==> config.mk <==
export PLATFORM = sky130hd
export DESIGN_NAME = instr_fetch_unit
export DESIGN_NICKNAME = d
export VERILOG_FILES = /design/src/rtl/ifu_pkg.sv /design/src/rtl/ifu_fifo.sv /design/src/rtl/instr_fetch_unit.sv
export SDC_FILE = /design/constraint.sdc
export NUM_CORES = 1
export LEC_CHECK = 0
export CAP_MARGIN = 40
export CORE_MARGIN = 2
export CORE_UTILIZATION = 45
export DETAILED_ROUTE_END_ITERATION = 16
export PLACE_DENSITY = 0.78
export SYNTH_ARGS = -nofsm -noshare
export SYNTH_HDL_FRONTEND = slang
export SYNTH_SLANG_ARGS = --single-unit
==> constraint.sdc <==
create_clock -name clk -period 2.2 [get_ports clk]
set_clock_uncertainty 0.2 [all_clocks]
set_input_delay 0.44 -clock clk [delete_from_list [all_inputs] [get_ports clk]]
set_output_delay 0.44 -clock clk [all_outputs]
set_load 0.03 [all_outputs]
==> src/rtl/ifu_pkg.sv <==
// Shared FSM state type, fetch-buffer entry layout and ISA constants for instr_fetch_unit.
package ifu_pkg;

    typedef enum logic [1:0] {
        IDLE  = 2'd0,
        FETCH = 2'd1,
        WAIT  = 2'd2,
        DRAIN = 2'd3
    } ifu_state_e;

    localparam logic [31:0] INSTR_SIZE = 32'd4;
    localparam logic [31:0] NOP_INSTR  = 32'h0000_0013;

    typedef struct packed {
        logic [31:0] pc;
        logic [31:0] instr;
    } fetch_ent_t;

endpackage

==> src/rtl/ifu_fifo.sv <==
// Synchronous FIFO with flush; head readable combinationally (zero read latency).
// A push on full is taken only alongside a pop; flush overrides both push and pop.
module ifu_fifo #(
    parameter int DEPTH = 2,
    parameter int WIDTH = 64
) (
    input  logic                   clk,
    input  logic                   rst_n,
    input  logic                   i_flush,
    input  logic                   i_push,
    input  logic [WIDTH-1:0]       i_push_dat,
    input  logic                   i_pop,
    output logic [WIDTH-1:0]       o_head_dat,
    output logic                   o_empty,
    output logic [$clog2(DEPTH):0] o_count
);
    localparam int AW = $clog2(DEPTH);

    logic [WIDTH-1:0] r_mem [DEPTH];
    logic [AW-1:0]    r_wr_ptr;
    logic [AW-1:0]    r_rd_ptr;
    logic [AW:0]      r_count;
    logic             w_full;
    logic             w_push;
    logic             w_pop;

    assign w_full  = (r_count == (AW+1)'(DEPTH));
    assign w_pop   = i_pop && (r_count != '0);
    assign w_push  = i_push && (!w_full || w_pop);

    assign o_head_dat = r_mem[r_rd_ptr];
    assign o_empty    = (r_count == '0);
    assign o_count    = r_count;

    // DEPTH is a power of two, so the pointers wrap on their own.
    always_ff @(posedge clk or negedge rst_n) begin
        if (!rst_n) begin
            r_wr_ptr <= '0;
            r_rd_ptr <= '0;
            r_count  <= '0;
            for (int i = 0; i < DEPTH; i++) r_mem[i] <= '0;
        end else if (i_flush) begin
            r_wr_ptr <= '0;
            r_rd_ptr <= '0;
            r_count  <= '0;
        end else begin
            if (w_push) begin
                r_mem[r_wr_ptr] <= i_push_dat;
                r_wr_ptr        <= r_wr_ptr + 1'b1;
            end
            if (w_pop) r_rd_ptr <= r_rd_ptr + 1'b1;
            r_count <= r_count + {{AW{1'b0}}, w_push} - {{AW{1'b0}}, w_pop};
        end
    end

endmodule

==> src/rtl/instr_fetch_unit.sv <==
// Instruction fetch: one outstanding memory request, FIFO_DEPTH-entry prefetch buffer, branch flush.
// Request issues the cycle a buffer slot is free; define IFU_PERF_CNT_EN to add perf_fetch_cnt.
module instr_fetch_unit
    import ifu_pkg::*;
#(
    parameter logic [31:0] RESET_VECTOR = 32'h0000_0000,
    parameter int          FIFO_DEPTH   = 2
) (
    input  logic        clk,
    input  logic        reset,
    output logic        mem_req,
    output logic [31:0] mem_addr,
    input  logic        mem_rvalid,
    input  logic [31:0] mem_rdata,
    input  logic        br_taken,
    input  logic [31:0] br_target,
    output logic        if_valid,
    input  logic        if_ready,
    output logic [31:0] if_instr,
    output logic [31:0] if_pc
`ifdef IFU_PERF_CNT_EN
    ,
    output logic [31:0] perf_fetch_cnt
`endif
);
    localparam int          CW         = $clog2(FIFO_DEPTH) + 1;
    localparam logic [31:0] RV_ALIGNED = RESET_VECTOR & ~32'h3;

    ifu_state_e    r_state;
    logic [31:0]   r_fetch_pc;
    logic [31:0]   w_br_pc;
    logic [CW-1:0] w_count;
    logic [CW-1:0] w_inflight;
    logic          w_empty;
    logic          w_issue;
    logic          w_push;
    logic          w_pop;
    fetch_ent_t    w_push_ent;
    fetch_ent_t    w_head;

    assign w_br_pc    = br_target & ~32'h3;
    assign w_inflight = (r_state == WAIT || r_state == DRAIN) ? CW'(1) : '0;
    assign w_issue    = (r_state == FETCH) && !br_taken &&
                        ((CW'(FIFO_DEPTH) - w_count) > w_inflight);
    // A redirect in the same cycle kills both the returning word and the decode handshake.
    assign w_push     = (r_state == WAIT) && mem_rvalid && !br_taken;
    assign w_pop      = if_valid && if_ready && !br_taken;
    assign w_push_ent = '{pc: r_fetch_pc, instr: mem_rdata};

    ifu_fifo #(
        .DEPTH (FIFO_DEPTH),
        .WIDTH ($bits(fetch_ent_t))
    ) u_fifo (
        .clk        (clk),
        .rst_n      (reset),
        .i_flush    (br_taken),
        .i_push     (w_push),
        .i_push_dat (w_push_ent),
        .i_pop      (w_pop),
        .o_head_dat (w_head),
        .o_empty    (w_empty),
        .o_count    (w_count)
    );

    assign mem_req  = w_issue;
    assign mem_addr = r_fetch_pc;
    assign if_valid = !w_empty;
    assign if_instr = w_head.instr;
    assign if_pc    = w_head.pc;

    always_ff @(posedge clk or negedge reset) begin
        if (!reset) begin
            r_state    <= IDLE;
            r_fetch_pc <= RV_ALIGNED;
        end else begin
            if (br_taken)    r_fetch_pc <= w_br_pc;
            else if (w_push) r_fetch_pc <= r_fetch_pc + INSTR_SIZE;
            case (r_state)
                IDLE:    r_state <= FETCH;
                FETCH:   if (w_issue) r_state <= WAIT;
                WAIT: begin
                    if (mem_rvalid)    r_state <= FETCH;
                    else if (br_taken) r_state <= DRAIN;
                end
                DRAIN:   if (mem_rvalid) r_state <= FETCH;
                default: r_state <= IDLE;
            endcase
        end
    end

`ifdef IFU_PERF_CNT_EN
    logic [31:0] r_perf_cnt;

    always_ff @(posedge clk or negedge reset) begin
        if (!reset)     r_perf_cnt <= '0;
        else if (w_pop) r_perf_cnt <= r_perf_cnt + 32'd1;
    end

    assign perf_fetch_cnt = r_perf_cnt;
`endif

endmodule

==> out/metrics.cfg, run 1 <==
[global_routing]
grt_max_degree = 59
track_usage_pct = 26.3
antenna_found_initial = 0
grt_pass1_wl_um = 36500
grt_remaining_overflow = 0
grt_pass1_vias = 6510

[worst_setup_path]
cp-end-kind = primary output
rr_startpoint = r_state[1]
cp-start-kind = register
rrSetupSlack_ps = -160
critical_path_class = register to primary output
worst_r2r_path_depth = 7
required_ps = 1560
reg2reg_to = mem_addr[27]
arrival_ps = 1730
cp_max_fo = 6

[synth]
synth_mux_area_share_pct = 27.8
synth-edff-count = 0
synthDistinctLibCells = 39
synth.yosys.seq_area_share_pct = 52.8
synth_ff_type = dfrtp_1
synthesis.area_um2 = 7580
synth_seq_cells = 160
ys_warn_count = 0
synth_top_area_share_pct = 52.8
async_flop_share_pct = 100
synth_fa_ha_area_share_pct = 1.49
synth_top_family_by_area = multiplexers
synthSimpleGateAreaFrac_pct = 8.43
synth_area_per_cell_um2 = 12.7
synthTopCellsByArea = dfrtp_1, mux2_2, or4_1
synth_cells = 598
yosysTopAreaCell = dfrtp_1
synth_xor_area_share_pct = 1.62
synth.most_common_cell = mux2_2
synth_compound_area_share_pct = 4.49
synth.top_cells.by_count = mux2_2, dfrtp_1, nand2_1

[cells_and_area]
multi_input_area_um2 = 4110
area_delta_synth_final_pct = 58.5
nets = 916
drive_above_1_share_pct = 50.6
n_fill_cell = 1043
area.sequential_um2 = 4020
antenna_cells = 0

[pwr]
p_total_mw = 12.8
p_leak_nw = 5.42
vdd_drop_max_mv = 0.600
power-per-cell-area_nw_per_um2 = 1060

[sta]
setup_viol = 182
rsz0062_at_grt = yes
fin_crit_ps = 2370
fin_ws_ps = -172
fmax_mhz = 422
period_share_pct = 108
slew_viol_final = 0
finalHoldViolCount = 0

[job]
cap_violations = 0

[place]
dp_slack_ps = -642
gp_congestion = 0.904
portBuffers = 160
dp_hpwl_um = 13500

[clock_network]
cts_buffer_depth = 2
numCtsBuffers = 17
cts_root_buf = clkbuf_16
cts.sinks = 160
htree_num_levels = 4
cts.clk_slew.worst_paths_ps = 70
clkLatencyLatePin_ps = 430
cts_tree = yes

[detailed_routing]
drc = 0
firstDrtPassIters = 5
routed_via_density = 5.61
drtIter0Drc = 393
ant_nets = 0
drt-wirelength-per-cell_um = 22.6
wl_um = 24200
vias = 6006

[die]
fp-row-count = 47
design.core.area_um2 = 16500
die_area_um2 = 17900
start_util_pct = 45.9
die_width_um = 134
die_y_um = 134
ios = 167

[hold_path]
hp-class = primary input to async pin

[run_status]
violations = negative setup slack
status = finished with violations

==> kinds of logic (layout without fill, tap and decap cells) <==
family / count (synthesis) / count (layout)
compound gates: 53 / 53
xor+xnor: 14 / 14
fa+ha+maj: 9 / 9
buf+inv: 58 / 307
flops: 160 / 160
mux: 187 / 187
other cells: 1 / 4
simple gates: 116 / 117
==> worst max-delay path, stage by stage, from the launching register on <==
cell     delay (ps)
dfrtp_2         440
buf_6           150
buf_16          130
buf_12          130
mux2_4          300
buf_6           140
==> how the worst max path moves through the flow <==
stage	from	endpoint	slack, ps	depth (start not counted)
after global placement	mem_rvalid	mem_addr[25]	-500	5
after floorplan	r_state[0]	u_fifo.r_mem[64]	-40	8
after detailed placement	mem_rvalid	mem_addr[24]	-640	5
after CTS	u_fifo.r_rd_ptr	if_pc[28]	-170	5
final	u_fifo.r_rd_ptr	if_pc[29]	-170	5
after global routing	u_fifo.r_rd_ptr	if_pc[24]	-210	5
==> area by class of cell <==
class	instances	area share (%)
timing repair buffer	258	23.9
multi-input combinational	384	34.2
inverter	17	0.531
clock buffer	21	3.92
clock inverter	11	1.68
tap	220	2.29
sequential	160	33.5
==> sequential cells by signal (all words and copies together) (netlist names) <==
name,cells
mem_addr,30
r_state,2
u_fifo.o_count,2
u_fifo.r_mem,124
u_fifo.r_rd_ptr,1
u_fifo.r_wr_ptr,1
==> cell usage in the layout, fill, tap and decap left out, drive strengths merged, types with 4 or more instances in the layout <==
| master | instances |
|---|---|
| o21ai | 17 |
| nor2 | 23 |
| clkdlybuf4s15 | 20 |
| inv | 19 |
| mux2 | 186 |
| and4 | 4 |
| or4 | 16 |
| o31ai | 11 |
| a31oi | 14 |
| nand4 | 10 |
| nor3 | 4 |
| ha | 9 |
| clkbuf | 26 |
| buf | 137 |
| nor4 | 6 |
| clkdlybuf4s50 | 64 |
| nand3 | 16 |
| xnor2 | 11 |
| bufinv | 5 |
| nand2 | 25 |
| dlygate4sd2 | 31 |
| dfrtp | 160 |
| conb | 4 |
==> timing repair <==
item	4_1_cts	5_1_grt
hold buffers	1	0
gates cloned	12	5
setup endpoints to repair	229	205
gates resized for setup	438	109
hold endpoints to repair	38	0
pin swaps	22	19
buffers inserted	29	13
==> metrics by stage <==
step,utilization (%),TNS [ps],hold WS [ps],std cells,instance area [um^2]
final,72.7,-14810,287,1071,12000
after global routing,72.7,-26600,317,1071,12000
after global placement,59.2,-62550,175,991,9790
after detailed placement,59.2,-73890,185,991,9790
after floorplan,-,-4710,-55.6,601,7630
after CTS,69.9,-14700,302,1065,11600
==> power breakdown <==
part	switching [mW]	internal [mW]
clock	1.24	2.12
combinational	2.57	2.76
sequential	0.485	3.62
==> routing by layer <==
layer | vias to the layer above | share of wire [%] | GRT usage [%]
li1 | 2648 | - | -
met4 | 0 | 2.3 | 9.93
met3 | 36 | 4.8 | 4.08
met5 | - | 0 | 0
met2 | 221 | 52 | 45.6
met1 | 3101 | 41 | 33.3
Power figures use the tool's default switching activity.
==> inputs of run 2 (changes only) <==
--- a/config.mk
+++ b/config.mk
@@ -6,10 +6,12 @@
 export NUM_CORES = 1
 export LEC_CHECK = 0
 export CAP_MARGIN = 40
+export CORE_ASPECT_RATIO = 1.5
 export CORE_MARGIN = 2
 export CORE_UTILIZATION = 45
 export DETAILED_ROUTE_END_ITERATION = 16
 export PLACE_DENSITY = 0.78
+export SLEW_MARGIN = 20
 export SYNTH_ARGS = -nofsm -noshare
 export SYNTH_HDL_FRONTEND = slang
 export SYNTH_SLANG_ARGS = --single-unit
==> run 2 against run 1 <==
Compared with the run above: the run still ends with negative setup slack left; non-clock buffer count down 7; die area is 0.12% higher; sequential share of layout area grew 2.9 points; critical path depth unchanged; setup slack improved by 50 ps; wire length is 11% lower; hold slack improved by 7.3 ps; clock power fell by 15%; global-route usage down 2.0 points; sequential power down 1%; critical path type unchanged.
==> out/metrics.cfg, run 2 (same netlist as run 1, synthesis figures left out) <==
[run_status]
status = finished with violations
violations = negative setup slack

[worst_setup_path]
max_stage_delay_ps = 410  ; -30 ps
worst_r2r_path_depth = 9  ; +2
cpMaxStageDelayCell = dfrtp_2
cp_max_fo = 9  ; +3
cp-end-kind = primary output
crit_end = if_pc[12]
required_ps = 1560  ; about the same
arrival_ps = 1680  ; -50 ps
reg2reg_to = u_fifo.r_mem[70]
critPathLaunch = u_fifo.r_rd_ptr
cp-start-kind = register
critical_path_class = register to primary output
rrSetupSlack_ps = -80  ; +80 ps
worstPathCellList = buf_12 -> buf_12 -> buf_6 -> mux2_4 -> buf_6
rr_startpoint = r_state[0]

[clock_network]
cts_buffer_depth = 2  ; unchanged
clkLatencyLatePin_ps = 420  ; about the same
numCtsBuffers = 17  ; unchanged
htree_num_levels = 4  ; unchanged
cts_root_buf = clkbuf_16
cts.sinks = 160  ; unchanged
cts_tree = yes
cts.clk_slew.worst_paths_ps = 60  ; about the same

[cells_and_area]
layout_common_cells = mux2_2, dfrtp_1, clkdlybuf4s50_1
drive_above_1_share_pct = 50.0  ; -0.65 points
largest_reg_flops = 124  ; unchanged
regMostFlops = u_fifo.r_mem
nets = 909  ; -0.76%
area_delta_synth_final_pct = 45.8
fin_util_pct = 66.5  ; -6.2 points
design_area_um2 = 11100  ; -8.0%
final_common_cell = mux2_2
n_fill_cell = 1190  ; +14%
antenna_cells = 0  ; unchanged

[sta]
finalHoldViolCount = 0  ; unchanged
setup_viol = 90  ; -51%
fmax_mhz = 431  ; +2.1%
rsz0062_at_grt = yes
period_share_pct = 106  ; -2.3 points
slew_viol_final = 0  ; unchanged
fin_ws_ps = -122  ; +49.8 ps
fin_crit_ps = 2320  ; -49.8 ps

[global_routing]
grt_pass1_vias = 6391  ; -1.8%
grt_pass1_wl_um = 33100  ; -9.3%
grt_max_degree = 46  ; -22%
track_usage_pct = 24.3  ; -2.0 points
antenna_found_initial = 0  ; unchanged
grt_remaining_overflow = 0  ; unchanged

[die]
die_area_um2 = 17900  ; +0.12%
fp-row-count = 58  ; +23%
design.core.area_um2 = 16600  ; +0.57%
die_width_um = 110  ; -18%
ios = 167  ; unchanged
die_y_um = 163  ; +22%
start_util_pct = 45.6  ; -0.26 points

[place]
portBuffers = 160  ; unchanged
dpl_cell_area_um2 = 9860  ; +0.72%
gp_congestion = 0.863  ; -4.5%
dp_hpwl_um = 14200  ; +5.1%

[detailed_routing]
drtIter0Drc = 327  ; -17%
drc = 0  ; unchanged
wl_um = 21500  ; -11%
routed_via_density = 5.63  ; +0.39%
firstDrtPassIters = 5  ; unchanged
ant_nets = 0  ; unchanged
vias = 5934  ; -1.2%
drt-wirelength-per-cell_um = 20.4  ; -9.9%

[pwr]
power-per-cell-area_nw_per_um2 = 1050  ; -1.2%
vdd_drop_max_mv = 0.656  ; +9.4%
p_leak_nw = 5.13  ; -5.4%

[job]
cap_violations = 0  ; unchanged

[hold_path]
hp-class = primary input to async pin

==> run 2: changes by cell type in the layout (fill, tap and decap cells not counted), moves of 3 or more <==
cell	before	now
buf_12	20	12
mux2_2	41	155
buf_16	7	2
clkdlybuf4s15_2	20	0
o31ai_1	7	10
mux2_4	145	31
clkinv_2	0	3
bufinv_16	5	1
buf_2	2	36
buf_6	41	33
dlygate4sd2_1	31	28
==> run 2: repair_timing <==
item / CTS / global route
endpoints found under the setup margin: 228 / 181
cloned: 4 / 7
hold buffers: 1 / 0
gates resized for setup: 193 / 257
pin swaps: 22 / 18
endpoints found under the hold margin: 36 / 0
setup buffers: 15 / 7
==> run 2: worst max-delay path, delay by kind of cell, from the launching register on <==
kind | cells | cell delay (ps)
muxes | 1 | 300
buffers and inverters | 4 | 540
DFF | 1 | 410
==> run 2: cell type report <==
cell class / count / area, um^2 / share of cell area, %
clock buffers: 18 / 439 / 3.97
clock inverters: 14 / 133 / 1.20
inverters: 17 / 63.8 / 0.577
multi-input cells: 384 / 3670 / 33.2
flip-flops and latches: 160 / 4020 / 36.4
well taps: 210 / 263 / 2.38
repair buffers: 251 / 2470 / 22.3
==> run 2: layer usage <==
| metal | track usage [%] | routed length (um) | up-vias |
|---|---|---|---|
| met5 | 0 | 0 | - |
| met4 | 13.2 | 1080 | 0 |
| met3 | 5.16 | 1060 | 72 |
| met2 | 42.6 | 11600 | 231 |
| met1 | 26.9 | 7720 | 3003 |
| li1 | - | - | 2628 |
==> run 2: worst min-delay path by stage <==
stage	startpoint	end	depth (start not counted)
2_1_floorplan	reset	mem_addr[10]	0
3_3_place_gp	reset	r_state[1]	1
3_5_place_dp	reset	r_state[1]	1
4_1_cts	reset	r_state[1]	2
5_1_grt	u_fifo.r_mem[123]	u_fifo.r_mem[123]	1
6_report	reset	r_state[1]	2
==> run 2: power breakdown <==
| group | total [mW] | internal [mW] | switching (mW) |
|---|---|---|---|
| sequential | 4.04 | 3.61 | 0.424 |
| combinational | 4.74 | 2.25 | 2.49 |
| clock | 2.85 | 1.61 | 1.24 |
==> run 2: through the flow <==
step	instances	power, mW	TNS (ps)	worst slack, ps	hold slack [ps]
floorplan	601	6.68	-4710	-43.3	-55.6
global placement	994	8.44	-57770	-442	180
detailed placement	994	8.62	-62790	-492	190
CTS	1046	11.4	-14700	-290	306
global route	1054	12.1	-11680	-171	318
finish	1054	11.6	-5790	-122	295
==> inputs of run 3 (changes only) <==
--- a/config.mk
+++ b/config.mk
@@ -5,6 +5,7 @@
 export SDC_FILE = /design/constraint.sdc
 export NUM_CORES = 1
 export LEC_CHECK = 0
+export ABC_AREA = 1
 export CAP_MARGIN = 40
 export CORE_ASPECT_RATIO = 1.5
 export CORE_MARGIN = 2
==> run 3 against run 2 <==
Compared with the run above: the flow now finishes without violations; critical path depth did not move; power rose by 6.5%; maximum frequency rose by 7.1%; cell area fell by 2.0%; die area rose by 3.6%; flip-flop and latch count did not move; utilization fell by 3.5 points; sequential power rose by 5.9%; synthesized cell count rose by 76%; combinational power rose by 10%; cell count rose by 38%; critical path type unchanged; critical endpoint is now if_pc[9]; highest routed layer unchanged.
==> out/metrics.cfg, run 3 <==
[synth]
yosysTopAreaCell = dfrtp_1
synthDistinctLibCells = 27  ; -31%
synth-edff-count = 0  ; unchanged
synth_cells = 1052  ; +76%
synth.most_common_cell = nand2_1
synth_top_area_share_pct = 50.9  ; -1.9 points
async_flop_share_pct = 100  ; unchanged
synth_area_per_cell_um2 = 7.47  ; -41%
synth_ff_type = dfrtp_1
ys_warn_count = 0  ; unchanged
synth.yosys.seq_area_share_pct = 50.9  ; -1.9 points
synth.top_cells.by_count = nand2_1, dfrtp_1, inv_1
synthesis.area_um2 = 7860  ; +3.7%
synthTopCellsByArea = dfrtp_1, nand2_1, o21ai_0
synth_seq_cells = 160  ; unchanged

[worst_setup_path]
cp-end-kind = primary output
arrival_ps = 1530  ; -150 ps
cp_max_fo = 8  ; -1
cp-start-kind = register
worst_r2r_path_depth = 8  ; -1
required_ps = 1560  ; about the same
critical_path_class = register to primary output

[cells_and_area]
nets = 1306  ; +44%
final_common_cell = nand2_1
area_delta_synth_final_pct = 37.7
n_fill_cell = 1486  ; +25%
layout_common_cells = nand2_1, dfrtp_1, inv_1
multi_input_area_um2 = 3290  ; -10%
regMostFlops = u_fifo.r_mem
drive_above_1_share_pct = 13.4  ; -37 points
largest_reg_flops = 124  ; unchanged
antenna_cells = 0  ; unchanged
design_area_um2 = 10800  ; -2.0%
area.sequential_um2 = 4010  ; -0.37%

[global_routing]
track_usage_pct = 22.7  ; -1.6 points
grt_pass1_wl_um = 34100  ; +3.1%
grt_remaining_overflow = 0  ; unchanged
grt_max_degree = 52  ; +13%
antenna_found_initial = 0  ; unchanged
grt_pass1_vias = 7095  ; +11%

[sta]
fin_crit_ps = 2170  ; -155 ps
fmax_mhz = 461  ; +7.1%
tightestPinTransition_ps = 548
setup_viol = 0  ; -100%
finalHoldViolCount = 0  ; unchanged
rsz0062_at_grt = yes
slew_viol_final = 0  ; unchanged
period_share_pct = 98.5  ; -7.0 points
max_slew_margin_pct = 63.5
fin_ws_ps = 32.5  ; +155 ps

[pwr]
p_leak_nw = 5.59  ; +9.0%
power-per-cell-area_nw_per_um2 = 1140  ; +8.7%
vdd_drop_max_mv = 0.625  ; -4.7%
p_total_mw = 12.4  ; +6.5%

[place]
gp_congestion = 0.875  ; +1.3%
dp_slack_ps = -44.8  ; +447 ps
dp_hpwl_um = 14900  ; +4.6%
portBuffers = 160  ; unchanged
dpl_cell_area_um2 = 9990  ; +1.3%

[clock_network]
htree_num_levels = 4  ; unchanged
clkLatencyLatePin_ps = 420  ; about the same
cts_buffer_depth = 2  ; unchanged
cts_root_buf = clkbuf_16
cts.sinks = 160  ; unchanged
cts.clk_slew.worst_paths_ps = 60  ; about the same
numCtsBuffers = 17  ; unchanged
cts_tree = yes

[detailed_routing]
firstDrtPassIters = 5  ; unchanged
wl_um = 21400  ; -0.49%
routed_via_density = 5.08  ; -9.8%
ant_nets = 0  ; unchanged
drc = 0  ; unchanged
vias = 7383  ; +24%
drt-wirelength-per-cell_um = 14.7  ; -28%
drtIter0Drc = 558  ; +71%

[die]
fp-row-count = 59  ; +1.7%
ios = 167  ; unchanged
die_width_um = 112  ; +1.8%
design.core.area_um2 = 17200  ; +3.5%
die_area_um2 = 18600  ; +3.6%
start_util_pct = 45.7  ; +0.094 points
die_y_um = 166  ; +1.8%

[hold_path]
whs_path_depth = 2
hp-class = register to register

[run_status]
status = complete, no violations

[job]
cap_violations = 0  ; unchanged

## run 3: repair_timing
| item | 4_1_cts | 5_1_grt |
|---|---|---|
| gates resized for setup | 37 | 28 |
| setup buffers | 2 | 0 |
| setup endpoints to repair | 55 | 57 |
| pin swaps | 2 | 3 |
| hold buffers | 1 | 0 |
| gates cloned | 1 | 5 |
| endpoints found under the hold margin | 46 | 0 |
## run 3: path summary, 6_finish.rpt
check	end	slack (ps)	from
setup / recovery	if_pc[9]	30	u_fifo.r_rd_ptr
hold / removal	u_fifo.r_mem[109]	280	u_fifo.r_mem[109]
setup reg to reg	u_fifo.r_mem[120]	100	r_state[1]
hold reg to reg	u_fifo.r_mem[109]	280	u_fifo.r_mem[109]
max in group asynchronous	u_fifo.r_mem[58]	800	reset
min in group asynchronous	mem_addr[5]	350	reset
## run 3: metal layers
metal / part of all wire [%] / GRT usage (%) / vias to the layer above
met5: 0 / 0 / -
met4: 3.5 / 10.5 / 0
met3: 4.5 / 3.47 / 43
met2: 52 / 39.4 / 213
met1: 40 / 27.6 / 3506
li1: - / - / 3621
## run 3: cell type report
| class | count | share of cell area [%] |
|---|---|---|
| clock buffer | 17 | 3.93 |
| timing repair buffer | 206 | 21.3 |
| sequential | 160 | 37.0 |
| clock inverter | 15 | 1.42 |
| inverter | 99 | 3.50 |
| multi-input combinational | 744 | 30.4 |
| tap | 213 | 2.46 |
## run 3: report_power, final
part | internal, mW | leakage, nW | switching (mW)
Sequential | 3.75 | 2.10 | 0.531
Combinational | 2.21 | 3.21 | 3.01
Clock | 1.60 | 0.277 | 1.29
Total | 7.56 | 5.59 | 4.83
## run 3: kinds of logic after synthesis
group	Yosys count	share of synthesized area, %
adders and majority gates	9	1.43
other	1	0.0477
DFF	160	50.9
buffers and inverters	151	8.24
xor gates and xnor gates	9	1.00
AOI/OAI and AO/OA	159	10.6
and+or+nand+nor	563	27.8
## run 3: worst max-delay path, stage by stage, from the launching register on
cell and delay [ps]:
dfrtp_2 490, inv_8 150, clkbuf_16 170, nand2_2 50
nand2_2 110, buf_12 130
## run 3: stage by stage
| step | hold WS [ps] | instances | util, % | setup TNS (ps) |
|---|---|---|---|---|
| finish | 282 | 1454 | 63.0 | 0 |
| detailed placement | 250 | 1413 | 58.1 | -142 |
| CTS | 284 | 1449 | 61.8 | -7.52 |
| global placement | 242 | 1413 | 58.1 | 0 |
| floorplan | -55.6 | 1055 | - | 0 |
| global route | 308 | 1454 | 63.0 | -580 |
